## src/rtl/irq_pkg.sv

```systemverilog
// Interrupt controller shared types: source indices, vector layout, FSM states.
// Imported by irq_flag_bit and irq_ctrl.
package irq_pkg;

  typedef enum logic [2:0] {
    SRC_VBLANK = 3'd0,
    SRC_STAT   = 3'd1,
    SRC_TIMER  = 3'd2,
    SRC_SERIAL = 3'd3,
    SRC_JOYPAD = 3'd4
  } irq_src_e;

  localparam int          NUM_SRC    = 5;
  localparam logic [15:0] VEC_BASE   = 16'h0040;
  localparam logic [15:0] VEC_STRIDE = 16'd8;

  typedef enum logic [2:0] {
    IDLE    = 3'd0,
    W1      = 3'd1,
    W2      = 3'd2,
    PUSH_HI = 3'd3,
    PUSH_LO = 3'd4,
    JUMP    = 3'd5
  } irq_state_e;

  function automatic logic [15:0] vec_of(irq_src_e s);
    return VEC_BASE + VEC_STRIDE * {13'd0, s};
  endfunction

endpackage

```

## src/rtl/irq_flag_bit.sv

```systemverilog
// One IF bit: rising-edge detect on its source, set-dominant over CPU write and clear.
// Ports: clk, reset, src (request line), wr/wbit (CPU write), clr (dispatch ack), flag.
module irq_flag_bit
  import irq_pkg::*;
(
  input  logic clk,
  input  logic reset,
  input  logic src,
  input  logic wr,
  input  logic wbit,
  input  logic clr,
  output logic flag
);

  logic prev;

  always_ff @(posedge clk or posedge reset) begin
    if (reset) begin
      prev <= 1'b0;
      flag <= 1'b0;
    end else begin
      prev <= src;
      if (src && !prev)
        flag <= 1'b1;
      else if (wr)
        flag <= wbit;
      else if (clr)
        flag <= 1'b0;
    end
  end

endmodule

```

## src/rtl/irq_ctrl.sv

```systemverilog
// Interrupt controller: IF/IE registers, IME with delayed EI, and dispatch FSM.
// Ports: clk, reset, m_tick, irq_src, wr_if/wr_ie/wdata, rdata_if/rdata_ie,
//        ei/di/reti/instr_done, disp_start, int_req, wake, disp_busy, vec_valid, vector.
module irq_ctrl
  import irq_pkg::*;
(
  input  logic        clk,
  input  logic        reset,
  input  logic        m_tick,
  input  logic [4:0]  irq_src,
  input  logic        wr_if,
  input  logic        wr_ie,
  input  logic [7:0]  wdata,
  output logic [7:0]  rdata_if,
  output logic [7:0]  rdata_ie,
  input  logic        ei,
  input  logic        di,
  input  logic        reti,
  input  logic        instr_done,
  input  logic        disp_start,
  output logic        int_req,
  output logic        wake,
  output logic        disp_busy,
  output logic        vec_valid,
  output logic [15:0] vector
);

  logic [4:0] if_q;
  logic [4:0] clr;
  logic [4:0] pend;
  logic [7:0] ie_q;
  logic       ime;
  logic       arm;
  logic       arm_cnt;
  logic       fire;
  logic       go;
  logic       resolve;
  logic       hit;
  irq_src_e   sel;
  irq_state_e state;
  irq_state_e state_nx;

  for (genvar g = 0; g < NUM_SRC; g++) begin : g_flag
    irq_flag_bit u_flag (
      .clk   (clk),
      .reset (reset),
      .src   (irq_src[g]),
      .wr    (wr_if),
      .wbit  (wdata[g]),
      .clr   (clr[g]),
      .flag  (if_q[g])
    );
  end

  assign pend      = if_q & ie_q[4:0];
  assign wake      = |pend;
  assign disp_busy = (state != IDLE);
  assign vec_valid = (state == JUMP);
  assign int_req   = ime & wake & ~disp_busy;
  assign rdata_if  = {3'b111, if_q};
  assign rdata_ie  = ie_q;

  // Descending scan so the lowest pending index is the one kept.
  always_comb begin
    sel = SRC_VBLANK;
    hit = 1'b0;
    for (int i = NUM_SRC - 1; i >= 0; i--) begin
      if (pend[i]) begin
        sel = irq_src_e'(3'(i));
        hit = 1'b1;
      end
    end
  end

  always_comb begin
    state_nx = state;
    go       = 1'b0;
    resolve  = 1'b0;
    if (m_tick) begin
      unique case (state)
        IDLE: begin
          if (disp_start) begin
            state_nx = W1;
            go       = 1'b1;
          end
        end
        W1:      state_nx = W2;
        W2:      state_nx = PUSH_HI;
        PUSH_HI: state_nx = PUSH_LO;
        PUSH_LO: begin
          state_nx = JUMP;
          resolve  = 1'b1;
        end
        JUMP:    state_nx = IDLE;
        default: state_nx = IDLE;
      endcase
    end
  end

  assign clr = (resolve && hit) ? (5'd1 << sel) : 5'd0;

  // The instr_done that completes the EI instruction itself is the first;
  // IME turns on after the second one.
  assign fire = !ei && instr_done && arm && arm_cnt;

  always_ff @(posedge clk or posedge reset) begin
    if (reset) begin
      state <= IDLE;
    end else begin
      state <= state_nx;
    end
  end

  always_ff @(posedge clk or posedge reset) begin
    if (reset) begin
      ie_q    <= 8'h00;
      vector  <= 16'h0000;
      ime     <= 1'b0;
      arm     <= 1'b0;
      arm_cnt <= 1'b0;
    end else begin
      if (wr_ie)
        ie_q <= wdata;
      if (resolve)
        vector <= hit ? vec_of(sel) : 16'h0000;
      if (di) begin
        ime     <= 1'b0;
        arm     <= 1'b0;
        arm_cnt <= 1'b0;
      end else begin
        if (go)
          ime <= 1'b0;
        else if (reti || fire)
          ime <= 1'b1;
        if (ei) begin
          arm     <= 1'b1;
          arm_cnt <= 1'b0;
        end else if (instr_done && arm) begin
          if (arm_cnt) begin
            arm     <= 1'b0;
            arm_cnt <= 1'b0;
          end else begin
            arm_cnt <= 1'b1;
          end
        end
      end
    end
  end

endmodule

```

## config.mk

```make
export PLATFORM = sky130hd
export DESIGN_NAME = irq_ctrl
export DESIGN_NICKNAME = d
export VERILOG_FILES = /design/src/rtl/irq_pkg.sv /design/src/rtl/irq_flag_bit.sv /design/src/rtl/irq_ctrl.sv
export SDC_FILE = /design/constraint.sdc
export NUM_CORES = 1
export LEC_CHECK = 0
export ABC_AREA = 1
export ABC_CLOCK_PERIOD_IN_PS = 1400
export BUFFER_PORTS_ARGS = -buffer_cell sky130_fd_sc_hd__buf_4
export CAP_MARGIN = 10
export CORE_ASPECT_RATIO = 0.75
export CORE_MARGIN = 5
export CORE_UTILIZATION = 47
export CTS_CLUSTER_DIAMETER = 100
export DETAILED_ROUTE_END_ITERATION = 10
export PLACE_DENSITY = 0.82
export RECOVER_POWER = 100
export SETUP_SLACK_MARGIN = 0.2
export SLEW_MARGIN = 20
export SYNTH_ARGS = -nofsm -noshare
export SYNTH_HDL_FRONTEND = slang
export SYNTH_SLANG_ARGS = --single-unit
export TNS_END_PERCENT = 1
```

## constraint.sdc

```tcl
create_clock -name clk -period 1.4 [get_ports clk]
set_input_delay 0.07 -clock clk [delete_from_list [all_inputs] [get_ports clk]]
set_output_delay 0.07 -clock clk [all_outputs]
set_load 0.05 [all_outputs]
```

## After elaboration in Yosys (flattened, before gate mapping)

Index checks and enable logic that the tools add are counted.

- Register bits after elaboration: 40
- Memories: 0
- Latch bits: 0
- Bits of input ports: 23
- Logic and storage cells: 103
- ROM bits: 0
- Memory bits (writable): 0
- Output and inout bits: 36

- Reduce and logical (&&, ||, !) cells: 30
- Order comparisons: 0
- Add/subtract/negate cells: 1
- Shift operators: 1
- Muxes and demuxes: 45
- Bitwise gates (word level): 4
- Div/mod/pow operators: 0
- Multiply operators: 0
- Eq/ne operators: 6

Operators by type and width:

| cell | count |
|---|---|
| 1-bit 2-to-1 mux | 36 |
| 3-bit nonzero test | 9 |
| 3-bit 2-to-1 mux | 6 |
| 3-bit case mux with 5 select lines | 1 |
| 1-bit logical AND | 10 |
| 7-bit by 6-bit adder with 8-bit output, first input constant | 1 |
| 8-bit 2-to-1 mux | 1 |
| 3-bit by 2-bit equality test with 1-bit output, second input constant | 2 |
| 3-bit equality test, second input constant | 2 |
| 1-bit logical NOT | 6 |
| 5-bit bitwise AND | 1 |
| 5-bit 2-to-1 mux | 1 |
| 5-bit OR reduction | 1 |
| 1-bit by 3-bit left shift with 5-bit output, first input constant | 1 |
| 2-bit AND reduction | 2 |
| 3-bit by 1-bit equality test with 1-bit output, second input constant | 1 |
| 3-bit logical NOT | 1 |
| 1-bit bitwise AND | 2 |
| 2-bit != test, second input constant | 1 |
| 1-bit logical OR | 1 |
| 1-bit inverter | 1 |

## Depth between registers and ports, before layout

- Depth after elaboration: 11
- Gate-level depth with buffers: 8
- Depth with buffers taken out: 8

## By module

A second synthesis with hierarchy kept.

- Cell total of the unflattened synthesis: 168
- Area total of the unflattened synthesis: 1480.2 sq um

Modules (own cells, without submodules):

| module | instances | cells each | area each (sq um) | seq. area each (sq um) |
|---|---|---|---|---|
| irq_ctrl | 1 | 118 | 1017.2 | 450.4 |
| irq_flag_bit | 5 | 10 | 92.6 | 50.0 |

## Worst setup path before layout

No wires, ideal clock.

- Kind: reg2out
- Start point: reg ie_q[0], in the netlist rdata_ie[0]
- End point: out int_req
- Buffers on the path: 0
- Cell stages (with the launch flop): 7
- Required time: 1330 ps
- Slack: -766 ps
- Data arrival time: 2096 ps
- Path through: dfrtp_1 -> nand2_1 -> nand2_1 -> nor2_1 -> nand2_1 -> nand2_1 -> nor2_1

- Word-level cells in the longest chain between the ends: 4

Ends and longest elaborated chain:

| item | line | text |
|---|---|---|
| start, declared | irq_ctrl.sv:31 | `logic [7:0] ie_q;` |
| start signal, assigned | irq_ctrl.sv:123 | `ie_q <= wdata;` |
| 5-bit bitwise AND | irq_ctrl.sv:55 | `assign pend = if_q & ie_q[4:0];` |
| 5-bit OR reduction | irq_ctrl.sv:56 | `assign wake = \|pend;` |
| net wake | irq_ctrl.sv:22 | `output logic wake,` |
| 1-bit bitwise AND (2 in a row) | irq_ctrl.sv:59 | `assign int_req = ime & wake & ~disp_busy;` |
| end, declared | irq_ctrl.sv:21 | `output logic int_req,` |

The timed path passes the listed nets, and every way through them passes these cells.

## Worst setup path after layout

- Start point: reg ie_q[0], in the netlist rdata_ie[0]
- End point: out int_req

- Word-level cells in the longest chain between the ends: 4

Ends and longest elaborated chain:

| item | line |
|---|---|
| 5-bit bitwise AND | irq_ctrl.sv:55 |
| 5-bit OR reduction | irq_ctrl.sv:56 |
| 1-bit bitwise AND (2 in a row) | irq_ctrl.sv:59 |

Every way passes these cells.

==> run metrics <==
Max VDD drop=910 µV; # fillers=244; static leakage=1.02 nW; CORE AREA=2910 µm²; period utilization=0.981; initial antenna violation count=0; hold slack=21.1 ps; vias per cell=4.40; Power Dens Cells=1440 nW/µm²; Non-Filler Instances=260; leading cell type in the layout, fill and taps excluded=buf_4; dpl hpwl=2.11 mm; largest net degree at the start of global routing=29; Finished Core Util=0.678; Vias=1145; Synth Area per Inst=8.85 µm²; Avg WL per Cell=11.6 µm; Post-Synthesis Cells=160; Synth area leaders=dfrtp_1 (49%), buf_4 (11%), nand2_1 (11%); area of the die=4220 µm²; worst reg2reg path depth=5; met2 wire len=1.52 mm; final hold violations=0; Inst Count DP=233; power after layout=2.84 mW; CP required=1330 ps; root buffer cell=clkbuf_8; flops & latches, synth=28; Layout area overhead=39.6%; Final ANT Viol Nets=0; diodes inserted=0; Initial Utilization=0.486; largest family of logic cells by synthesized area=simple AND/OR/NAND/NOR gates; final net count=246; combinational share of power=0.451; Final Setup Violations=0; Reg power frac=0.381; # IOs=59; GRT Overall Usage=0.147; highest net fanout along the worst path=5; DR top layer=met4; Clock Tree Buf Depth=2; first-pass GRT wire length=4.95 mm; internal power=1.61 mW; die height=57.5 µm; Tmin final=1370 ps; max-cap viol count=0; status=complete, no violations; Sw Share=0.432; Max Slew Vio Count=0; layout cells sized above 1=0.401; WL met3=234 µm; Hold Crit Class=in -> reg; clk_skew=3.95 ps; Synth top area share=0.495; Post-route DRC=0; Worst-Skew Late Latency=270 ps; synth unique cells=24; via count of the first global-routing pass=1131; Post-Route WL=3.02 mm; kind of critical path=reg -> out; synthesized area=1420 µm²; RePlAce Congestion=0.779; Max Fclk=728 MHz; most frequent cells in the layout=buf_4 (38), nand2_1 (33), dfrtp_1 (23), inv_1 (18), conb_1 (15); Seq/Total Area, Yosys=0.495; Rows=17; CP Launch Type=register; first-pass iteration count of the detailed router=2; Adder-Cell Fraction of Synth Area=0; Post-Synth Simple-Gate Area=0.202; # clock sinks=28; Hold Path Depth=3; CTS tree=done; Post-Synth XOR/XNOR Area=0; Iter 0 DRT Violations=48; Yosys top cell by area=dfrtp_1; Tightest Pin Transition=652 ps; die width=73.4 µm; total grt overflow=0; Worst-path clk slew=80 ps; Num CTS Buffers=3; NetSw=1.23 mW; wl on met1=1.26 mm; Synth warnings=0; RSZ-0062 raised after global routing=true; Crit. End Element=output pin; crit path DAT=1300 ps; power share of the clock group=0.168; IO buf count=43; multiplexer area fraction after synthesis=0.0557; Compound-Gate Fraction of Synth Area=0.0769; H-tree Lvls=1; Slew HR=0.566
==> synthesized netlist by cell type <==
cell and instances:
a21oi_1 4, a21oi_2 1, a22oi_1 5, buf_2 1
buf_4 20, clkbuf_1 1, conb_1 2, dfrtp_1 28
inv_1 18, inv_2 2, mux2_2 7, nand2_1 40
nand2_2 2, nand2_4 1, nand3_1 6, nand3_4 1
nand4_1 1, nor2_1 8, nor2_2 2, nor2_4 1
nor3_1 1, o211ai_1 1, o21ai_0 5, o21ai_1 2
==> layout make-up <==
class / instances / area [µm²] / share of cell area
clock buffer: 4 / 55.1 / 0.0278
tap: 38 / 47.5 / 0.0241
multi-input combinational: 103 / 588 / 0.297
timing repair buffer: 67 / 504 / 0.255
inverter: 20 / 75.1 / 0.0380
sequential: 28 / 707 / 0.358
==> state kept, by name (all words and copies together), names as in the netlist <==
name                flops
arm                     1
arm_cnt                 1
g_flag.u_flag.flag      5
g_flag.u_flag.prev      5
ime                     1
rdata_ie                8
state                   3
vector                  4
==> final timing paths <==
kind / startpoint / endpoint / slack (ps)
max in group asynchronous: reset / state[2] / 410
max reg2reg: state[0] / g_flag[0].u_flag.flag / 130
min in group asynchronous: reset / g_flag[4].u_flag.prev / 530
max: rdata_ie[0] / int_req / 30
min: wdata[0] / rdata_ie[0] / 20
min reg2reg: vector[5] / vector[5] / 480
==> logic make-up after synthesis <==
group | Yosys count
and+or+nand+nor | 63
buffers and inverters | 42
DFF | 28
AOI/OAI and AO/OA | 18
muxes | 7
other | 2
==> power groups by stage <==
| stage | clock [mW] | sequential [mW] | combinational (mW) |
|---|---|---|---|
| after floorplan | 0 | 1.32 | 0.677 |
| after global placement | 0 | 1.09 | 1.16 |
| after detailed placement | 0 | 1.09 | 1.17 |
| after CTS | 0.487 | 1.08 | 1.28 |
| after global routing | 0.518 | 1.11 | 1.39 |
| final | 0.476 | 1.08 | 1.28 |
==> routing by layer <==
metal | global-route usage | vias up
met5 | 0 | -
met4 | 0.00775 | 0
met3 | 0.0599 | 2
met2 | 0.254 | 26
met1 | 0.181 | 528
li1 | - | 589
==> metrics by stage <==
stage               area, µm²  setup slack [ps]  setup TNS, ps
detailed placement       1700               131              0
global route             1980             -35.9          -35.9
floorplan                1480              -215           -215
finish                   1980              26.8              0
CTS                      1940              44.6              0
global placement         1700               169              0
==> critical path: stages (launching register included) <==
cell and delay [ps]:
dfrtp_2 430, nand2_4 100, nand2_4 60, nor2_4 110
nand2_2 70, nand2_2 80, nor2_4 30, buf_6 140
==> what timing repair did <==
action                                 4_1_cts  5_1_grt
setup endpoints to repair                    6       12
setup buffers                               11        5
endpoints found under the hold margin       34        0
hold buffers                                 7        0
cloned                                       0        0
pin swaps                                    6       12
resized for setup                           11        9
Note: power is estimated with default switching activity, not from simulation.
